<file path="src/rtl/ps_pkt_fifo.sv">
// Store-and-forward packet FIFO for PacketStream (dat/val/eop/rdy), cut-through fallback for oversize packets.
// Latency: eop accepted at edge k -> first word of that packet on o_dat/o_val after edge k+2.
// Backpressure: i_rdy drops when DEPTH unconsumed words are held; output word held stable while o_rdy is low.
module ps_pkt_fifo #(
    parameter int DWIDTH = 8,
    parameter int DEPTH  = 16
) (
    input  logic                     reset,
    input  logic                     clk,
    input  logic [DWIDTH-1:0]        i_dat,
    input  logic                     i_val,
    input  logic                     i_eop,
    output logic                     i_rdy,
    output logic [DWIDTH-1:0]        o_dat,
    output logic                     o_val,
    output logic                     o_eop,
    input  logic                     o_rdy,
    output logic [$clog2(DEPTH):0]   o_pkt_cnt
);

    localparam int AW = $clog2(DEPTH);
    localparam logic [AW:0] PTR_ONE = (AW+1)'(1);
    localparam logic [AW:0] DEPTH_W = (AW+1)'(DEPTH);

    typedef enum logic {ST_STORE = 1'b0, ST_CUT = 1'b1} state_t;

    // {dat, eop} per word
    logic [DWIDTH:0] mem [DEPTH];

    logic [AW:0]     wr_ptr;   // next write slot
    logic [AW:0]     cmt_ptr;  // end of committed (releasable) data
    logic [AW:0]     rd_ptr;   // next slot to fetch into the read pipeline
    logic [AW:0]     rel_ptr;  // oldest word not yet consumed downstream
    logic [AW:0]     used;

    logic            a_vld;    // RAM read register holds a word
    logic [DWIDTH:0] a_word;

    state_t          state;
    state_t          state_nxt;
    logic            cmt_adv;  // commit everything up to and including the word being written
    logic            cmt_cut;  // commit everything already written (entering cut-through)

    logic            full;
    logic            wr_en;
    logic            avail;
    logic            ld_out;
    logic            ld_ram;
    logic            fetch;
    logic            cmt_empty;
    logic            pkt_inc;
    logic            pkt_dec;

    // Words in the read pipeline still occupy their slots until consumed, so a full
    // buffer only frees space once downstream actually takes a word.
    assign rel_ptr   = rd_ptr - (AW+1)'(a_vld) - (AW+1)'(o_val);
    assign used      = wr_ptr - rel_ptr;
    assign full      = (used == DEPTH_W);
    assign i_rdy     = ~full;
    assign wr_en     = i_val & i_rdy;
    assign avail     = (rd_ptr != cmt_ptr);
    assign cmt_empty = (cmt_ptr == rel_ptr);
    assign ld_out    = ~o_val | o_rdy;
    assign ld_ram    = ~a_vld | ld_out;
    assign fetch     = ld_ram & avail;
    assign pkt_inc   = wr_en & i_eop;
    assign pkt_dec   = o_val & o_rdy & o_eop;

    // Storage write and registered RAM read (no reset so it maps onto block RAM)
    always_ff @(posedge clk) begin
        if (wr_en) begin
            mem[wr_ptr[AW-1:0]] <= {i_dat, i_eop};
        end
        if (fetch) begin
            a_word <= mem[rd_ptr[AW-1:0]];
        end
    end

    // Write pointer advances on every accepted word
    always_ff @(posedge clk or posedge reset) begin
        if (reset) begin
            wr_ptr <= '0;
        end else if (wr_en) begin
            wr_ptr <= wr_ptr + PTR_ONE;
        end
    end

    // FSM state register
    always_ff @(posedge clk or posedge reset) begin
        if (reset) begin
            state <= ST_STORE;
        end else begin
            state <= state_nxt;
        end
    end

    // FSM next state: a packet that alone fills the buffer switches to cut-through
    always_comb begin
        state_nxt = state;
        case (state)
            ST_STORE: if (full && cmt_empty) state_nxt = ST_CUT;
            ST_CUT:   if (wr_en && i_eop)    state_nxt = ST_STORE;
            default:  state_nxt = ST_STORE;
        endcase
    end

    // FSM outputs: how the commit pointer moves this cycle
    always_comb begin
        cmt_adv = 1'b0;
        cmt_cut = 1'b0;
        case (state)
            ST_STORE: begin
                cmt_adv = wr_en & i_eop;
                cmt_cut = full & cmt_empty;
            end
            ST_CUT: begin
                cmt_adv = wr_en;
            end
            default: begin
                cmt_adv = 1'b0;
                cmt_cut = 1'b0;
            end
        endcase
    end

    // Commit pointer update
    always_ff @(posedge clk or posedge reset) begin
        if (reset) begin
            cmt_ptr <= '0;
        end else if (cmt_adv) begin
            cmt_ptr <= wr_ptr + PTR_ONE;
        end else if (cmt_cut) begin
            cmt_ptr <= wr_ptr;
        end
    end

    // Two-stage show-ahead read pipeline: RAM read register then output register
    always_ff @(posedge clk or posedge reset) begin
        if (reset) begin
            rd_ptr <= '0;
            a_vld  <= 1'b0;
            o_val  <= 1'b0;
            o_dat  <= '0;
            o_eop  <= 1'b0;
        end else begin
            if (ld_ram) begin
                a_vld <= avail;
                if (avail) begin
                    rd_ptr <= rd_ptr + PTR_ONE;
                end
            end
            if (ld_out) begin
                o_val <= a_vld;
                if (a_vld) begin
                    o_dat <= a_word[DWIDTH:1];
                    o_eop <= a_word[0];
                end
            end
        end
    end

    // Count of packets whose eop is written but not yet consumed
    always_ff @(posedge clk or posedge reset) begin
        if (reset) begin
            o_pkt_cnt <= '0;
        end else if (pkt_inc && !pkt_dec) begin
            o_pkt_cnt <= o_pkt_cnt + (AW+1)'(1);
        end else if (pkt_dec && !pkt_inc) begin
            o_pkt_cnt <= o_pkt_cnt - (AW+1)'(1);
        end
    end

endmodule

</file>
<file path="config.mk">
export PLATFORM = sky130hd
export DESIGN_NAME = ps_pkt_fifo
export DESIGN_NICKNAME = d
export VERILOG_FILES = /design/src/rtl/ps_pkt_fifo.sv
export SDC_FILE = /design/constraint.sdc
export NUM_CORES = 1
export LEC_CHECK = 0
export ABC_AREA = 1
export BUFFER_PORTS_ARGS = -buffer_cell sky130_fd_sc_hd__buf_2
export CAP_MARGIN = 5
export CORE_AREA = 2 2 155 112
export CTS_CLUSTER_SIZE = 40
export DETAILED_ROUTE_END_ITERATION = 12
export DIE_AREA = 0 0 157 114
export GPL_TIMING_DRIVEN = 0
export PLACE_DENSITY = 0.77
export RECOVER_POWER = 100
export SKIP_CTS_REPAIR_TIMING = 1
export SLEW_MARGIN = 15
export SYNTH_ARGS = -nofsm -noshare
export SYNTH_HDL_FRONTEND = slang
export SYNTH_SLANG_ARGS = --single-unit
</file>
<file path="constraint.sdc">
create_clock -name clk -period 6.2 [get_ports clk]
set_clock_uncertainty 0.2 [all_clocks]
set_input_delay 0.93 -clock clk [delete_from_list [all_inputs] [get_ports clk]]
set_output_delay 0.93 -clock clk [all_outputs]
set_load 0.01 [all_outputs]
</file>
==> report_table.html <==
<table>
<tr><th>Metric</th><th>Value</th></tr>
<tr><th colspan="2">Global routing</th></tr>
<tr><td>Final global-route overflow total</td><td>0</td></tr>
<tr><td>Largest net degree at the start of global routing</td><td>33</td></tr>
<tr><td>Number of global-route vias before repair</td><td>5129</td></tr>
<tr><td>Overall global routing resource usage</td><td>between 20% and 30%</td></tr>
<tr><td>Number of antenna violations at the first check in global routing</td><td>0</td></tr>
<tr><td>Global-route wire length before repair</td><td>~28000 um</td></tr>
<tr><th colspan="2">Layout</th></tr>
<tr><td>Net count of the finished layout</td><td>750</td></tr>
<tr><td>Filler-free cell count of the finished design</td><td>just under 1000</td></tr>
<tr><td>Area added between synthesis and finish</td><td>12.4%</td></tr>
<tr><td>Multi-input logic area</td><td>2310 sq um</td></tr>
<tr><td>Most common library cell in the layout ignoring fill and taps</td><td>edfxtp_1</td></tr>
<tr><td>Most frequent cells in the layout</td><td>edfxtp_1 (153), nor2_1 (102), nand2_1 (85)</td></tr>
<tr><td>Layout cell share with drive strength beyond 1</td><td>about a tenth</td></tr>
<tr><td>Design Area, Final</td><td>9020 sq um</td></tr>
<tr><td>Storage cell area</td><td>5400 sq um</td></tr>
<tr><td>Util after Layout</td><td>54.5%</td></tr>
<tr><td>Antenna diode count</td><td>0</td></tr>
<tr><td>Number of inserted filler cells in the final layout</td><td>1363</td></tr>
<tr><th colspan="2">Power</th></tr>
<tr><td>Leakage</td><td>3.27 nW</td></tr>
<tr><td>Worst VDD drop</td><td>0.260 mV</td></tr>
<tr><td>Power density of the placed cells</td><td>562 nW/um^2</td></tr>
<tr><th colspan="2">Die</th></tr>
<tr><td>Die H</td><td>114 um</td></tr>
<tr><td>Area of the die</td><td>17900 sq um</td></tr>
<tr><td>Initial Util</td><td>48.5%</td></tr>
<tr><td>Number of placement rows</td><td>40</td></tr>
<tr><td>Boundary Pins</td><td>29</td></tr>
<tr><td>Core Box Area</td><td>16600 sq um</td></tr>
<tr><td>Die boundary width</td><td>roughly 160 um</td></tr>
<tr><th colspan="2">Placement</th></tr>
<tr><td>Count of placed standard cells including taps</td><td>931</td></tr>
<tr><td>Number of buffers added on ports</td><td>28</td></tr>
<tr><td>GPL Wtd Cong</td><td>about 0.83</td></tr>
<tr><td>Final HPWL from detailed placement</td><td>12100 um</td></tr>
<tr><td>Total placed instance area</td><td>about 8500 sq um</td></tr>
<tr><th colspan="2">Synth</th></tr>
<tr><td>Total of warnings raised by yosys</td><td>0</td></tr>
<tr><td>Top FF cell, synth</td><td>edfxtp_1</td></tr>
<tr><td>Cell count after synthesis</td><td>672</td></tr>
<tr><td>Total nets after synthesis</td><td>703</td></tr>
<tr><td>Post-synth ARST share</td><td>17.3%</td></tr>
<tr><td>Post-Syn Area per Cell</td><td>11.9 sq um</td></tr>
<tr><td>Post-synthesis sequential area ratio</td><td>67.2%</td></tr>
<tr><td>Flip-flop and latch count after synthesis</td><td>185</td></tr>
<tr><td>Cell area after technology mapping</td><td>~8000 sq um</td></tr>
<tr><td>Distinct cells, synth</td><td>41</td></tr>
<tr><td>Number of enable-type register cells in the synthesized netlist</td><td>~150</td></tr>
<tr><th colspan="2">Critical path</th></tr>
<tr><td>Largest stage delay, worst path</td><td>0.57 ns</td></tr>
<tr><td>Crit Path Max Fanout</td><td>10</td></tr>
<tr><td>Depth of the most critical reg-to-reg path</td><td>28</td></tr>
<tr><td>Number of buffer and inverter instances along the worst setup path</td><td>6</td></tr>
<tr><td>Kind of critical path</td><td>reg -&gt; reg</td></tr>
<tr><td>Required @ worst endpoint</td><td>6.32 ns</td></tr>
<tr><td>Number of cells on the critical path</td><td>28</td></tr>
<tr><td>Cell with the largest stage delay on the worst path</td><td>fa_1</td></tr>
<tr><td>CP Capture Type</td><td>register</td></tr>
<tr><td>Largest delay contributor family on the critical path</td><td>adder cells</td></tr>
<tr><td>Data arrival time of the critical path</td><td>~5.8 ns</td></tr>
<tr><td>Critical path startpoint category</td><td>register</td></tr>
<tr><th colspan="2">Timing</th></tr>
<tr><td>Normalized max-slew margin</td><td>about 18%</td></tr>
<tr><td>Highest achievable clock rate</td><td>177 MHz</td></tr>
<tr><td>Setup repair after global routing missed its margin</td><td>no</td></tr>
<tr><td>Endpoints failing hold</td><td>0</td></tr>
<tr><td>Period minus WS final</td><td>about 5.6 ns</td></tr>
<tr><td>Setup violations, final</td><td>0</td></tr>
<tr><td>Number of pins exceeding their max-slew limit in the final report</td><td>0</td></tr>
<tr><td>Final-layout setup total negative slack</td><td>0 ns</td></tr>
<tr><td>Share of the clock period used by the worst path after layout</td><td>91.0%</td></tr>
<tr><td>Slew @ Worst Pin</td><td>1.22 ns</td></tr>
<tr><td>Hold Worst Slack</td><td>roughly 0.27 ns</td></tr>
<tr><th colspan="2">Min path</th></tr>
<tr><td>Worst hold path depth</td><td>1</td></tr>
<tr><td>Hold crit path type</td><td>reg -&gt; reg</td></tr>
<tr><th colspan="2">Clocking</th></tr>
<tr><td>Clock sink total</td><td>185</td></tr>
<tr><td>CTS Root Cell</td><td>clkbuf_16</td></tr>
<tr><td>Number of buffers created by CTS</td><td>17</td></tr>
<tr><td>Clock insertion delay at the later pin of the skew report</td><td>approximately 0.43 ns</td></tr>
<tr><td>Number of buffers between clock root and the deepest sink</td><td>2</td></tr>
<tr><td>Level count of the clock H-tree</td><td>4</td></tr>
<tr><td>TritonCTS clock tree</td><td>done</td></tr>
<tr><td>Reg clk slew, reported paths</td><td>0.08 ns</td></tr>
<tr><th colspan="2">Route</th></tr>
<tr><td>Via density</td><td>between 5 and 6</td></tr>
<tr><td>Remaining number of nets flagged by the antenna check after routing</td><td>0</td></tr>
<tr><td>Initial DRC count</td><td>715</td></tr>
<tr><td>Number of detailed-route iterations in the first pass</td><td>6</td></tr>
<tr><td>Number of DRC violations after detailed routing</td><td>0</td></tr>
<tr><td>Wire length after detailed routing</td><td>approximately 18000 um</td></tr>
<tr><td>Total via count after detailed routing</td><td>5436</td></tr>
<tr><td>Drt wl/cell</td><td>18.9 um</td></tr>
<tr><th colspan="2">Run</th></tr>
<tr><td>Count of maximum capacitance violations</td><td>0</td></tr>
<tr><th colspan="2">Run status</th></tr>
<tr><td>Outcome</td><td>finished clean</td></tr>
</table>
state kept, by name, indices dropped and copies added (netlist names):
name	count
cmt_ptr	5
a_vld	1
a_word	9
wr_ptr	5
o_pkt_cnt	5
o_eop	1
rd_ptr	5
o_dat	8
state	1
mem	144
o_val	1
report_power, final:
part | internal (mW) | leakage [nW] | switching (mW)
logic | 0.717 | 1.19 | 1.46
registers | 1.62 | 1.78 | 0.132
clock network | 0.620 | 0.304 | 0.518
per-stage QoR:
stage | setup WS [ns] | total power [mW]
floorplan | 1.50 | 3.33
global placement | 0.886 | 3.90
global route | 0.270 | 5.40
detailed placement | 0.833 | 3.96
CTS | 0.801 | 5.10
finish | 0.557 | 5.07
worst paths after layout:
kind,start,end,slack (ns)
min reg2reg,o_pkt_cnt[4],o_pkt_cnt[4],0.27
max reg2reg,rd_ptr[0],o_pkt_cnt[4],0.56
max in group asynchronous,reset,wr_ptr[1],4.44
min in group asynchronous,reset,cmt_ptr[2],0.63
min,o_pkt_cnt[4],o_pkt_cnt[4],0.27
max,rd_ptr[0],o_pkt_cnt[4],0.56
logic make-up (layout without fill, tap and decap cells):
group                    after synthesis  in the layout  synth area share (%)
AO/OA/AOI/OAI                        127            127                  9.26
AND/OR/NAND/NOR                      246            246                  13.4
adder cells (fa/ha/maj)               18             18                  2.99
flip-flops                           185            185                  67.2
buffers and inverters                 68            128                  3.72
multiplexers                           9              9                  1.26
XOR/XNOR                              19             19                  2.17
metal layers:
| metal | up-vias | GRT usage (%) | share of wire [%] |
|---|---|---|---|
| li1 | 2490 | - | - |
| met5 | - | 0 | 0 |
| met3 | 22 | 5.81 | 10 |
| met1 | 2629 | 32.7 | 46 |
| met2 | 295 | 30.9 | 43 |
| met4 | 0 | 5.26 | 0.97 |
cells in the mapped netlist, types with 3 or more instances:
cell type / number / area, sq um
mux2_2: 9 / 101
clkbuf_1: 18 / 67.6
buf_6: 3 / 33.8
dfrtp_1: 32 / 801
o21ai_2: 3 / 26.3
a21oi_1: 5 / 25.0
nand2_1: 81 / 304
buf_2: 6 / 30.0
o211ai_1: 3 / 22.5
ha_1: 16 / 200
nor3_2: 3 / 30.0
nor2_1: 101 / 379
o21ai_0: 76 / 380
edfxtp_1: 153 / 4590
inv_1: 32 / 120
nand3_1: 41 / 205
nand2_2: 4 / 25.0
nor2_2: 4 / 25.0
xor2_1: 13 / 114
o22ai_1: 21 / 131
o221ai_1: 15 / 131
xnor2_1: 5 / 43.8
nand4_1: 3 / 18.8
cell type report:
cell class | instances | share of cell area, %
multi-input cells | 419 | 25.6
clock inverters | 15 | 2.27
well taps | 231 | 3.20
clock buffers | 17 | 4.71
flip-flops and latches | 185 | 59.8
inverters | 37 | 1.58
plain buffers | 31 | 1.61
repair buffers | 28 | 1.21
No activity file was read; power rests on OpenSTA's default activity.
